File: src/rtl/tt_frame_loader_pkg.sv
// tt_frame_loader_pkg: shared state encoding, limits and byte-field helpers for the frame loader
package tt_frame_loader_pkg;
  localparam int DEF_MAX_EDGES = 15;
  localparam int DEF_TIMEOUT = 1023;
  localparam int BYTE_W = 8;
  localparam int STN_W = 4;
  localparam int SRC_LSB = 4;
  localparam int DST_LSB = 0;
  localparam int WD_W = 10;
  localparam int PTR_W = 4;
  typedef enum logic [2:0] {HDR, CNT, LOAD, SEND, WAIT} state_t;
  function automatic logic [STN_W-1:0] src_of(input logic [BYTE_W-1:0] b);
    return b[SRC_LSB +: STN_W];
  endfunction
  function automatic logic [STN_W-1:0] dst_of(input logic [BYTE_W-1:0] b);
    return b[DST_LSB +: STN_W];
  endfunction
endpackage

File: src/rtl/tt_edge_buf.sv
// tt_edge_buf: 16x8 edge register file, synchronous write, combinational read, no reset
module tt_edge_buf
  import tt_frame_loader_pkg::*;
(
  input  logic              clk,
  input  logic              wr_en,
  input  logic [PTR_W-1:0]  wr_addr,
  input  logic [BYTE_W-1:0] wr_data,
  input  logic [PTR_W-1:0]  rd_addr,
  output logic [BYTE_W-1:0] rd_data
);
  logic [BYTE_W-1:0] mem [2**PTR_W];
  always_ff @(posedge clk)
    if (wr_en) mem[wr_addr] <= wr_data;
  assign rd_data = mem[rd_addr];
endmodule

File: src/rtl/tt_frame_loader.sv
// tt_frame_loader: collects a query plus N edge bytes from the host, replays them to the tour-cost core and waits for completion
module tt_frame_loader
  import tt_frame_loader_pkg::*;
#(
  parameter int MAX_EDGES = DEF_MAX_EDGES,
  parameter int TIMEOUT = DEF_TIMEOUT
) (
  input  logic              clk,
  input  logic              rst_n,
  input  logic              host_valid,
  input  logic [BYTE_W-1:0] host_data,
  output logic              host_ready,
  output logic              in_valid,
  output logic [STN_W-1:0]  source,
  output logic [STN_W-1:0]  destination,
  input  logic              out_valid,
  output logic              done,
  output logic              frame_err,
  output logic              timeout
);
  state_t state;
  logic [BYTE_W-1:0] query, rd_data;
  logic [PTR_W-1:0] n, ptr;
  logic [WD_W-1:0] wdog;
  logic acc, cnt_ok;
  assign host_ready = state == HDR || state == CNT || state == LOAD;
  assign acc = host_valid && host_ready;
  assign cnt_ok = host_data != '0 && host_data <= BYTE_W'(MAX_EDGES);
  // one pointer serves both the load writes and the replay reads
  tt_edge_buf u_buf (
    .clk(clk), .wr_en(acc && state == LOAD), .wr_addr(ptr), .wr_data(host_data),
    .rd_addr(ptr), .rd_data(rd_data)
  );
  always_ff @(posedge clk or negedge rst_n)
    if (!rst_n) begin
      state <= HDR;
      query <= '0;
      n <= '0;
      ptr <= '0;
      wdog <= '0;
      in_valid <= 1'b0;
      source <= '0;
      destination <= '0;
      done <= 1'b0;
      frame_err <= 1'b0;
      timeout <= 1'b0;
    end else begin
      done <= 1'b0;
      frame_err <= 1'b0;
      timeout <= 1'b0;
      in_valid <= 1'b0;
      source <= '0;
      destination <= '0;
      case (state)
        HDR: if (acc) begin
          query <= host_data;
          state <= CNT;
        end
        CNT: if (acc) begin
          if (cnt_ok) begin
            n <= host_data[PTR_W-1:0];
            ptr <= '0;
            state <= LOAD;
          end else begin
            frame_err <= 1'b1;
            query <= '0;
            state <= HDR;
          end
        end
        LOAD: if (acc) begin
          if (ptr == n - 1'b1) begin
            ptr <= '0;
            state <= SEND;
            in_valid <= 1'b1;
            source <= src_of(query);
            destination <= dst_of(query);
          end else ptr <= ptr + 1'b1;
        end
        SEND: if (ptr == n) begin
          state <= WAIT;
          wdog <= '0;
        end else begin
          in_valid <= 1'b1;
          source <= src_of(rd_data);
          destination <= dst_of(rd_data);
          ptr <= ptr + 1'b1;
        end
        WAIT: if (out_valid) begin
          done <= 1'b1;
          state <= HDR;
        end else if (wdog == WD_W'(TIMEOUT - 1)) begin
          timeout <= 1'b1;
          wdog <= WD_W'(TIMEOUT);
          state <= HDR;
        end else if (wdog != '1) wdog <= wdog + 1'b1;
        default: state <= HDR;
      endcase
    end
endmodule

File: config.mk
export PLATFORM = sky130hd
export DESIGN_NAME = tt_frame_loader
export DESIGN_NICKNAME = d
export VERILOG_FILES = /design/src/rtl/tt_frame_loader_pkg.sv /design/src/rtl/tt_edge_buf.sv /design/src/rtl/tt_frame_loader.sv
export SDC_FILE = /design/constraint.sdc
export NUM_CORES = 1
export LEC_CHECK = 0
export CORE_MARGIN = 2
export CORE_UTILIZATION = 60
export CTS_BUF_LIST = sky130_fd_sc_hd__clkbuf_16
export DETAILED_ROUTE_END_ITERATION = 10
export PLACE_DENSITY = 0.75
export SYNTH_ARGS = -nofsm -noshare
export SYNTH_HDL_FRONTEND = slang
export SYNTH_SLANG_ARGS = --single-unit
File: constraint.sdc
create_clock -name clk -period 7.5 [get_ports clk]
set_input_delay 0.75 -clock clk [delete_from_list [all_inputs] [get_ports clk]]
set_output_delay 0.75 -clock clk [all_outputs]
set_load 0.02 [all_outputs]
Word level (Yosys, flattened, before mapping)
Memory sizes are Yosys's and may differ from the RTL's.
Index checks and enable logic that the tools add are counted.

operators by class
  add/sub/neg operators = 3
  equal/unequal tests = 19
  reductions and logical operators = 15
  order comparisons = 1
  muxes and demuxes = 46

operators by type and width
  cell                                                 number
  2-to-1 mux 4 bit                                     11
  2-to-1 mux 10 bit                                    4
  2-to-1 mux 8 bit                                     3
  2-to-1 mux 3 bit                                     7
  case mux 10 bit (2 select lines)                     1
  inequality test 2 bit, second input constant         8
  case mux 4 bit (2 select lines)                      2
  case mux 8 bit (2 select lines)                      1
  case mux 3 bit (5 select lines)                      1
  2-to-1 mux 1 bit                                     13
  case mux 4 bit (3 select lines)                      1
  adder 10 x 1 -> 10 bit, second input constant        1
  equality test 10 bit, second input constant          1
  inequality test 10 bit, second input constant        1
  equality test 4 bit                                  2
  <= comparator 8 x 4 -> 1 bit, second input constant  1
  AND reduction 4 bit                                  2
  nonzero test 8 bit                                   1
  equality test 3 x 2 -> 1 bit, second input constant  2
  inequality test 3 bit, second input constant         2
  AND reduction 6 bit                                  1
  AND reduction 5 bit                                  1
  adder 4 x 1 -> 4 bit, second input constant          1
  nonzero test 2 bit                                   2
  other kinds (11)                                     14

storage, ports and cells
  bits in writable memories = 128
  register bits after elaboration = 41
  input bits = 12
  logic and storage cells = 96
  output and inout port bits = 13
  memories kept = 1

memories
  memory     words  width  read ports  clocked after memory_dff  wr ports  RTL line           source
  u_buf.mem  16     8      1           0                         1         tt_edge_buf.sv:12  logic [BYTE_W-1:0] mem [2**PTR_W];

Longest topological paths before layout
  depth in word-level cells = 7
  depth in mapped cells = 8
  gate-level depth less buffers = 7

Modules after synthesis
Synthesis repeated with hierarchy kept, for this count alone.

unflattened totals
  cell total of the unflattened synthesis = 423
  area total of the unflattened synthesis = 7113.1 sq um

by module, submodules not included
  module           sequential area each (sq um)  cells an instance  instances  area each (sq um)
  tt_edge_buf      3843.7                        221                1          4987.3
  tt_frame_loader  1026.0                        202                1          2125.8

Least setup slack after synthesis
No wires, ideal clock.

  path type = register to register
  start point = reg ptr[1]
  end point = mem u_buf.mem[0][0], enable pin
  setup slack = 5128 ps
  arrival = 1978 ps
  required time = 7105 ps
  path buffers = 2
  clock period less this slack = 2372 ps
  setup time = 395 ps
  cell stages (with the launch flop) = 7
  cell sequence = dfrtp_1 > buf_2 > buf_1 > inv_1 > ha_1 > inv_1 > nor4_1

RTL lines
  item                    RTL line               source
  start, declared         tt_frame_loader.sv:23  logic [PTR_W-1:0] n, ptr;
  start signal, assigned  tt_frame_loader.sv:77  end else ptr <= ptr + 1'b1;
  start signal, assigned  tt_frame_loader.sv:86  ptr <= ptr + 1'b1;
  end, declared           tt_edge_buf.sv:12

Straight into the memory's write port.

Worst setup path after layout
  start point = in host_data[4]
  end point = reg ptr[2]

between the ends
  word-level cells in the longest chain between the ends = 4
  elaborated cells between the ends (all ways) = 5
  classes of those cells = 1 x order compare; 1 x eq/ne; 3 x reduce/logical

RTL lines
  item                                                                       RTL line               source
  start, declared                                                            tt_frame_loader.sv:11  input logic [BYTE_W-1:0] host_data,
  <= comparator 8 x 4 -> 1 bit / nonzero test 8 bit (equally long branches)  tt_frame_loader.sv:28  assign cnt_ok = host_data != '0 && host_data <= BYTE_W'(MAX_EDGES);
  logical AND 1 bit *                                                        tt_frame_loader.sv:28
  inequality test 2 bit (no source line) *                                   --
  AND reduction 5 bit (no source line) *                                     --

Mark *: on every way between the ends. The rest lies on a longest branch, timed or not.
A chain may end at the register's enable or synchronous reset.

==> run metrics <==
Peak VDD IR=roughly 0.00033 V; total track usage=approximately 26%; DP Wirelength=9310 um; worst-path cell chain=clkdlybuf4s50_1, nor4_1, nand4_1, nand3b_1, o21ai_0, o2bb2ai_1; crit-path max FO=18; Placer Congestion=0.799; Finished Core Util=70.0%; synth warn=0; Synth Instances=437; Placement Setup Slack=4.06 ns; max incr delay on CP=0.76 ns; number of global-route vias before repair=between 4000 and 5000; Synth top cells by count=128 x edfxtp_1, 41 x dfrtp_1, 36 x nand2_1; Net Sw Frac=30.8%; Static Leak=2.86 nW; global-route met2 utilization=about 41%; status=finished clean; Layout Skew=between 0.01 and 0.015 ns; Final Hold Vio Count=0; Clock transition at path regs=0.07 ns; largest net degree at the start of global routing=42; Synth cell types=56; PwrDens=349 mW/mm^2; GRT met1 Usage=36.2%; Psw=860 uW; Max Clk Rate=333 MHz; slew margin rel.=12.9%; antenna cells=0; minimum clock period=3.00 ns; Die Footprint=0.0126 mm^2; Reg2Reg Setup Slack=4.60 ns; WP data arrival=3.30 ns; leading area contributor after synthesis=edfxtp_1; IO Count=25; Post-synth EDFFs=between 100 and 150; clk sinks=169; Clock Tree Root=clkbuf_16; met3 Track Usage GR=6.16%; Worst-Skew Late Latency=0.43 ns; Hold Path Class=in -> async; most frequent cell after synthesis=edfxtp_1; Worst EP required=7.80 ns; FFs w/ async S/R, synth=24.3%; Setup Buffers After CTS=0; clock share of power=30.5%; type of the worst setup path=in -> reg; via count=4072; Main synth FF type=edfxtp_1; crit path launch type=input pin; Post-Route WL=15300 um; mapped cell area=roughly 0.0070 mm^2; Die Span Y=112 um; top cell type's share of synthesized area=54.5%; Seq pwr share=43.1%; net count of the mapped netlist=456; Post-DRT Antenna Nets=0; starting density of the core=61.7%; clock buffer depth=2; total power=approximately 2.8 mW; internal power=1.93 mW; # port buffers=24; Layout Nets=485; reg2reg start=ptr[0]; Gate power share=26.3%; final setup TNS=0 ns; Slew Limit Fails=0; grt ovf=0; Layout area overhead=13.5%; CTS tree=done; Critical Path End Type=flop; first-pass GRT wire length=23800 um; #FFs+latches synth=169; Tcrit/Tclk final=between 40% and 50%; worst r2r path cells=6; Worst-Margin Slew=1.29 ns; top cells by area, synth=edfxtp_1 55%, dfrtp_1 15%, mux4_2 10%, nand2_1 1.9%, a22oi_1 1.7%; setup ws final=4.50 ns; site row count=39; die width=112 um; sequential share of the synthesized area=69.1%; initial drt markers=around 570; post_cts resized=0; CTS Hold Bufs=0; share of layout cells above drive strength 1=between 15 and 20%; RSZ-0062 raised after global routing=no; maxcap violations=0; Final setup violation count=0; Avg Inst Size Synth=approximately 16 um^2; H-tree levels=4; WL per Instance=24.6 um; GRT Max-Usage Layer=met2; total CTS buffers=17; Remaining DRCs=0; drt via density=6.55; Worst R2R End=ptr[2]; antenna violations before repair=0; drt pass-1 iters=5; crit path max-delay cell type=clkdlybuf4s50_1; Core ar.=0.0114 mm^2
## through the flow
stage / instance area (um^2) / cells / hold WS, ns
after CTS: 8000 / 622 / 0.486
final: 8000 / 622 / 0.472
after global routing: 8000 / 622 / 0.508
after floorplan: 7050 / 437 / 0.450
after detailed placement: 7420 / 590 / 0.471
after global placement: 7420 / 590 / 0.461
## flip-flops by register name, indices dropped and copies added (netlist names), 3 cells and up
name	count
wdog	10
state	3
n	4
destination	4
query	8
source	4
ptr	4
u_buf.mem	128
## worst max path at each step
| stage | slack, ns | depth (start not counted) | startpoint | end |
|---|---|---|---|---|
| floorplan | 5.13 | 6 | ptr[1] | u_buf.mem[0][0] |
| global placement | 4.29 | 6 | host_data[4] | ptr[3] |
| detailed placement | 4.06 | 6 | host_data[4] | ptr[2] |
| CTS | 4.51 | 6 | host_data[4] | ptr[2] |
| global route | 4.27 | 6 | host_data[4] | ptr[2] |
| finish | 4.50 | 6 | host_data[4] | ptr[2] |
## critical path, delay by kind of cell
kind | cells | cell delay [ns]
AO/OA/AOI/OAI | 2 | 0.34
buffers and inverters | 1 | 0.76
AND/OR/NAND/NOR | 3 | 1.45
## placed cells by master (no fill, tap or decap), types with 9 or more instances in the layout
cell type | netlist | routed
edfxtp_1 | 128 | 128
dfrtp_1 | 41 | 40
nand2_1 | 36 | 36
mux4_2 | 32 | 32
clkdlybuf4s50_1 | 0 | 23
nor2_1 | 22 | 22
clkbuf_16 | 0 | 17
a22oi_1 | 16 | 16
inv_1 | 14 | 15
o21ai_0 | 14 | 14
and2_1 | 9 | 9
## logic make-up after synthesis
kind of cell | synth area share [%]
buffers and inverters | 2.10
AND/OR/NAND/NOR | 8.52
multiplexers | 11.3
AO/OA/AOI/OAI | 6.64
flip-flops | 69.1
adder cells (fa/ha/maj) | 1.24
XOR/XNOR | 1.10
## power by group through the flow
stage | clock network (mW) | logic [mW] | registers [mW]
6_report | 0.853 | 0.736 | 1.20
3_3_place_gp | 0 | 0.715 | 1.21
4_1_cts | 0.863 | 0.735 | 1.20
5_1_grt | 0.900 | 0.794 | 1.22
2_1_floorplan | 0 | 0.537 | 1.19
3_5_place_dp | 0 | 0.730 | 1.22
## layer usage
layer	vias up	wire length (um)
li1	1762	-
met1	2088	6120
met2	191	7560
met3	31	1260
met4	0	371
met5	-	0
## cell type report
cell class              instances  area, um^2
fillers                       749        3420
clock inverters                15         151
repair buffers                 31         288
multi-input cells             233        2030
clock buffers                  17         425
inverters                      14        52.6
well taps                     143         179
flip-flops and latches        169        4870
No activity file was read; power rests on OpenSTA's default activity.
